[src/rtl/io_handshake_peer_pkg.sv]
// Shared definitions for the I/O handshake peer.
//   state_t    : FSM state encodings (IDLE / WAIT / ACK), 2 bits
//   IO_DIR_RD  : io_rd value for a processor read (IN)
//   IO_DIR_WR  : io_rd value for a processor write (OUT)
package io_handshake_peer_pkg;

  typedef enum logic [1:0] {
    ST_IDLE = 2'd0,
    ST_WAIT = 2'd1,
    ST_ACK  = 2'd2
  } state_t;

  localparam logic IO_DIR_RD = 1'b1;
  localparam logic IO_DIR_WR = 1'b0;

endpackage

[src/rtl/io_handshake_peer_sync_fifo.sv]
// Synchronous FIFO with first-word fall-through output.
// Ports:
//   clk, clr        : clock, asynchronous active-high clear
//   wr, wdata       : push request and data (dropped while full)
//   rd              : pop request (ignored while empty)
//   rdata           : current head entry
//   full, empty     : occupancy flags
//   count           : occupancy, a_width+1 bits so full and empty differ
module sync_fifo #(
  parameter int width   = 8,
  parameter int depth   = 4,
  parameter int a_width = 2
) (
  input  logic               clk,
  input  logic               clr,
  input  logic               wr,
  input  logic [width-1:0]   wdata,
  input  logic               rd,
  output logic [width-1:0]   rdata,
  output logic               full,
  output logic               empty,
  output logic [a_width:0]   count
);

  logic [width-1:0] mem_q [depth];
  logic [a_width-1:0] wr_ptr_q, wr_ptr_d;
  logic [a_width-1:0] rd_ptr_q, rd_ptr_d;
  logic [a_width:0]   count_q, count_d;
  logic               do_wr, do_rd;

  assign full  = (count_q == (a_width+1)'(depth));
  assign empty = (count_q == '0);
  assign count = count_q;
  assign rdata = mem_q[rd_ptr_q];

  assign do_wr = wr & ~full;
  assign do_rd = rd & ~empty;

  // Pointers are a_width bits wide, so wrap modulo depth falls out naturally.
  always_comb begin
    wr_ptr_d = wr_ptr_q + a_width'(do_wr);
    rd_ptr_d = rd_ptr_q + a_width'(do_rd);
    count_d  = count_q + (a_width+1)'(do_wr) - (a_width+1)'(do_rd);
  end

  always_ff @(posedge clk or posedge clr) begin
    if (clr) begin
      wr_ptr_q <= '0;
      rd_ptr_q <= '0;
      count_q  <= '0;
    end else begin
      wr_ptr_q <= wr_ptr_d;
      rd_ptr_q <= rd_ptr_d;
      count_q  <= count_d;
    end
  end

  // Storage needs no reset: empty/count gate every observable use.
  always_ff @(posedge clk) begin
    if (do_wr) mem_q[wr_ptr_q] <= wdata;
  end

endmodule

[src/rtl/io_handshake_peer.sv]
// External-side responder for the processor's four-phase I/O handshake.
// Processor writes (io_rd=0) push bus_out into the RX FIFO; processor reads
// (io_rd=1) pop the host-filled TX FIFO onto bus_in.
// Ports:
//   g_clk, g_clr        : clock, asynchronous active-high reset
//   hs_out, hs_in       : processor request / our acknowledge
//   io_rd               : direction, latched when a request is accepted
//   bus_out, bus_in     : processor data out / data presented to the processor
//   tx_data, tx_wr      : host push into TX FIFO; tx_full flag, tx_ovf sticky overflow
//   rx_data, rx_rd      : RX FIFO head and pop; rx_empty, rx_count status
//   dbg_state           : current FSM state
// Handshake: a request is hs_out held high; hs_in rises once the transfer is
// done and stays high until hs_out is seen low, after which hs_in falls.
module io_handshake_peer
  import io_handshake_peer_pkg::*;
#(
  parameter int DEPTH     = 4,
  parameter int ADDR_W    = 2,
  parameter int ACK_DELAY = 0
) (
  input  logic              g_clk,
  input  logic              g_clr,
  input  logic              hs_out,
  input  logic              io_rd,
  input  logic [7:0]        bus_out,
  output logic [7:0]        bus_in,
  output logic              hs_in,
  input  logic [7:0]        tx_data,
  input  logic              tx_wr,
  output logic              tx_full,
  output logic [7:0]        rx_data,
  input  logic              rx_rd,
  output logic              rx_empty,
  output logic [ADDR_W:0]   rx_count,
  output logic              tx_ovf,
  output logic [1:0]        dbg_state
);

  state_t      state_q, state_d;
  logic [3:0]  cnt_q, cnt_d;
  logic        dir_q, dir_d;
  logic [7:0]  bus_in_q, bus_in_d;
  logic        hs_in_q, hs_in_d;
  logic        tx_ovf_q, tx_ovf_d;

  logic        tx_pop, rx_push;
  logic [7:0]  tx_head;
  logic        tx_empty, rx_full;
  logic        fifo_ready;
  logic [ADDR_W:0] tx_count_unused;

  sync_fifo #(.width(8), .depth(DEPTH), .a_width(ADDR_W)) u_tx_fifo (
    .clk   (g_clk),
    .clr   (g_clr),
    .wr    (tx_wr),
    .wdata (tx_data),
    .rd    (tx_pop),
    .rdata (tx_head),
    .full  (tx_full),
    .empty (tx_empty),
    .count (tx_count_unused)
  );

  sync_fifo #(.width(8), .depth(DEPTH), .a_width(ADDR_W)) u_rx_fifo (
    .clk   (g_clk),
    .clr   (g_clr),
    .wr    (rx_push),
    .wdata (bus_out),
    .rd    (rx_rd),
    .rdata (rx_data),
    .full  (rx_full),
    .empty (rx_empty),
    .count (rx_count)
  );

  // The resource the latched direction needs: data to send or room to store.
  assign fifo_ready = (dir_q == IO_DIR_RD) ? ~tx_empty : ~rx_full;

  // State register
  always_ff @(posedge g_clk or posedge g_clr) begin
    if (g_clr) begin
      state_q  <= ST_IDLE;
      cnt_q    <= '0;
      dir_q    <= IO_DIR_WR;
      bus_in_q <= 8'h00;
      hs_in_q  <= 1'b0;
      tx_ovf_q <= 1'b0;
    end else begin
      state_q  <= state_d;
      cnt_q    <= cnt_d;
      dir_q    <= dir_d;
      bus_in_q <= bus_in_d;
      hs_in_q  <= hs_in_d;
      tx_ovf_q <= tx_ovf_d;
    end
  end

  // Next-state logic
  always_comb begin
    state_d = state_q;
    case (state_q)
      ST_IDLE: if (hs_out) state_d = ST_WAIT;
      ST_WAIT: begin
        if (!hs_out)                           state_d = ST_IDLE;
        else if (cnt_q == '0 && fifo_ready)    state_d = ST_ACK;
      end
      ST_ACK:  if (!hs_out) state_d = ST_IDLE;
      default: state_d = ST_IDLE;
    endcase
  end

  // Output / datapath logic
  always_comb begin
    cnt_d    = cnt_q;
    dir_d    = dir_q;
    bus_in_d = bus_in_q;
    hs_in_d  = hs_in_q;
    tx_pop   = 1'b0;
    rx_push  = 1'b0;
    case (state_q)
      ST_IDLE: begin
        if (hs_out) begin
          dir_d = io_rd;
          cnt_d = 4'(ACK_DELAY);
        end
      end
      ST_WAIT: begin
        // A dropped request aborts before any FIFO is touched.
        if (hs_out) begin
          if (cnt_q != '0) begin
            cnt_d = cnt_q - 4'd1;
          end else if (fifo_ready) begin
            hs_in_d = 1'b1;
            if (dir_q == IO_DIR_RD) begin
              tx_pop   = 1'b1;
              bus_in_d = tx_head;
            end else begin
              rx_push  = 1'b1;
            end
          end
        end
      end
      ST_ACK: if (!hs_out) hs_in_d = 1'b0;
      default: ;
    endcase
  end

  // Overflow is sticky; a write while full is dropped inside the FIFO.
  assign tx_ovf_d = tx_ovf_q | (tx_wr & tx_full);

  assign bus_in    = bus_in_q;
  assign hs_in     = hs_in_q;
  assign tx_ovf    = tx_ovf_q;
  assign dbg_state = state_q;

endmodule

[config.mk]
export PLATFORM = sky130hd
export DESIGN_NAME = io_handshake_peer
export DESIGN_NICKNAME = d
export VERILOG_FILES = /design/src/rtl/io_handshake_peer_pkg.sv /design/src/rtl/io_handshake_peer_sync_fifo.sv /design/src/rtl/io_handshake_peer.sv
export SDC_FILE = /design/constraint.sdc
export NUM_CORES = 1
export LEC_CHECK = 0
export BUFFER_PORTS_ARGS = -buffer_cell sky130_fd_sc_hd__buf_2
export CAP_MARGIN = 15
export CORE_ASPECT_RATIO = 1.25
export CORE_MARGIN = 2
export CORE_UTILIZATION = 55
export CTS_BUF_LIST = sky130_fd_sc_hd__clkbuf_4
export DETAILED_ROUTE_END_ITERATION = 16
export PLACE_DENSITY = 0.76
export SYNTH_ARGS = -nofsm -noshare
export SYNTH_HDL_FRONTEND = slang
export SYNTH_HIERARCHICAL = 1
export SYNTH_SLANG_ARGS = --single-unit
[constraint.sdc]
create_clock -name g_clk -period 3.45 [get_ports g_clk]
set_input_delay 0.69 -clock g_clk [delete_from_list [all_inputs] [get_ports g_clk]]
set_output_delay 0.69 -clock g_clk [all_outputs]
set_load 0.05 [all_outputs]
==> results.json <==
{
  "status": "finished, final reports clean",
  "cts-root-buf": "clkbuf_4",
  "path_clk_slew_ns": 0.15,
  "hp-class": "input pin to async pin",
  "maxCapViolCount": 0,
  "grt_pass1_vias": 2144,
  "design_power_total_uw": 3960,
  "cts.sinks": 95,
  "synthTopCellsByArea": "edfxtp_1, dfrtp_1, mux4_2",
  "end_kind": "flip-flop",
  "ys_types": 45,
  "grt_pass1_wl_mm": 10.5,
  "cts_tree": "done",
  "antenna_found_initial": 0,
  "die_h_um": 98.2,
  "area_growth_pct": 13.3,
  "post-cts-setup-buffers": 0,
  "synth_edf_count": 64,
  "via_count": 2019,
  "fin_crit_ns": 2.75,
  "track_usage_pct": 18.6,
  "dieArea_um2": 7790,
  "hold_violations": 0,
  "synth_common_cells": "edfxtp_1, dfrtp_1, mux4_2",
  "setup_violations": 0,
  "max_freq_ghz": 0.363,
  "synth_warnings": 6,
  "dr.pass1.iters": 4,
  "synth_seq_area_share_pct": 69.1,
  "rsz0062_at_grt": "false",
  "async_reset_ff_share_pct": 32.6,
  "post_cts_resized": 0,
  "cts-htree-levels": 3,
  "utilization_pct": 63.8,
  "grt_max_degree": 18,
  "drc": 0,
  "peakVddDrop_v": 0.000510,
  "worst_ep_arrival_time_ns": 3.11,
  "ys_ff_latch": 95,
  "hpwl_mm": 4.49,
  "worst_pin_slew_ns": 0.711,
  "vias_per_cell": 5.53,
  "gp_congestion": 0.717,
  "power_per_cell_area_nw_per_um2": 895,
  "initial_core_util_pct": 56.3,
  "avgSynthCellArea_um2": 18.2,
  "critical_path_class": "flip-flop to flip-flop",
  "n_fill_cell": 503,
  "diodes": 0,
  "slew_headroom_pct": 52.6,
  "syn_area_um2": 3900,
  "first_iter_violations": 109,
  "row_count": 34,
  "synth_area_leader_cell": "edfxtp_1",
  "synthesis.nets": 244,
  "synth_cells": 214,
  "drv_slew": 0,
  "nets": 300,
  "ctsHoldBuffers": 0,
  "finalCritPeriodShare_pct": 79.7,
  "critPathLaunchType": "flip-flop",
  "io-pin-count": 47,
  "clkLatencyLatePin_ns": 0.43,
  "cts_buffers": 9,
  "yosysMostFrequentCell": "edfxtp_1",
  "globalRoute.totalOverflow": 0,
  "fp.dieW_um": 79.4,
  "timing.rr.start": "u_tx_fifo/count[1]",
  "crit_required_ns": 3.81,
  "synth_top_area_share_pct": 49.2,
  "drive_gt1_share_pct": 37.1,
  "clock_path_buffers": 2,
  "leakage_uw": 0.00171,
  "synth_ff_type": "edfxtp_1",
  "drt_wl_total_mm": 6.48,
  "path_max_fanout": 9,
  "postRouteAntennaNets": 0,
  "finClkSkew_ns": 0.0150,
  "fp.coreArea_um2": 6930,
  "portBuffers": 46,
  "cp-startpoint": "u_tx_fifo/count[1]",
  "fin_setup_tns_ns": 0,
  "wl_per_cell_um": 17.8
}
[sequential cells by signal, summed over array words and instances (netlist names)]
| signal | count |
|---|---|
| tx_ovf | 1 |
| u_rx_fifo/rd_ptr_q | 2 |
| dbg_state | 2 |
| u_tx_fifo/wr_ptr_q | 2 |
| u_tx_fifo/mem_q | 32 |
| u_rx_fifo/mem_q | 32 |
| u_rx_fifo/count | 3 |
| u_tx_fifo/count | 3 |
| hs_in | 1 |
| u_tx_fifo/rd_ptr_q | 2 |
| dir_q | 1 |
| u_rx_fifo/wr_ptr_q | 2 |
| cnt_q | 4 |
| bus_in | 8 |
[through the flow]
| stage | setup WS, ns | hold slack [ns] | instances | area, um2 |
|---|---|---|---|---|
| floorplan | 0.768 | 0.473 | 214 | 3910 |
| global placement | 0.748 | 0.454 | 349 | 4250 |
| global route | 0.507 | 0.186 | 365 | 4420 |
| finish | 0.699 | 0.190 | 365 | 4420 |
| CTS | 0.665 | 0.195 | 365 | 4420 |
| detailed placement | 0.638 | 0.473 | 349 | 4250 |
[layout make-up]
class	instances	area (um2)	area share [%]
clock inverters	7	103	2.32
clock buffers	9	67.6	1.53
well taps	90	113	2.55
flip-flops and latches	95	2700	61.0
inverters	10	37.5	0.848
repair buffers	52	275	6.22
multi-input cells	102	1130	25.6
[worst paths after layout]
| kind | endpoint | slack [ns] | cells after the start |
|---|---|---|---|
| setup / recovery | u_tx_fifo/count[2] | 0.70 | 10 |
| hold / removal | u_tx_fifo/rd_ptr_q[0] | 0.19 | 2 |
| setup reg to reg | u_tx_fifo/count[2] | 0.70 | 10 |
| hold reg to reg | tx_ovf | 0.51 | 1 |
| max in group asynchronous | cnt_q[1] | 2.62 | 2 |
| min in group g_clk | u_tx_fifo/mem_q[3][1] | 0.45 | 1 |
[power breakdown]
group,total [uW],switching [uW],internal (uW)
registers,1820,323,1490
clock network,685,381,305
logic,1460,876,583
[worst max-delay path, stage by stage, from the launching register on]
cell and delay, ns:
dfrtp_1 0.53, nor3_1 0.22, and2b_2 0.26, nand3_4 0.13
inv_1 0.15, nor4b_1 0.38, nor4_1 0.11, ha_1 0.20
fa_1 0.38, xnor2_1 0.18, xnor2_1 0.13
[per-layer routing]
layer  vias to the layer above  wire length (um)  GRT usage, %
met4                         0               114          7.43
met3                        11               246          4.16
met1                      1007              2390          20.9
met2                        52              3730          33.8
met5                         -                 0             0
li1                        949                 -             -
[layout by cell type, fill, tap and decap left out, drive strengths merged, types with 3 or more instances in the layout]
cell type,Yosys,final
nor3,3,3
mux2,9,9
mux4,16,16
mux2i,3,3
nor4b,3,3
buf,5,52
o21ai,5,5
ha,6,6
nor2,6,6
inv,10,13
nor4bb,4,4
xnor2,8,8
edfxtp,64,64
o31ai,3,3
clkbuf,2,9
dfrtp,31,31
[cell families (layout without fill, tap and decap cells)]
| kind of cell | Yosys count | in the layout | synth area share (%) |
|---|---|---|---|
| AOI/OAI and AO/OA | 18 | 18 | 3.43 |
| xor gates and xnor gates | 10 | 10 | 2.24 |
| adders and majority gates | 8 | 8 | 2.95 |
| buffers and inverters | 17 | 78 | 1.95 |
| DFF | 95 | 95 | 69.1 |
| muxes | 28 | 28 | 12.6 |
| and+or+nand+nor | 38 | 38 | 7.75 |
No activity file was read; power rests on OpenSTA's default activity.
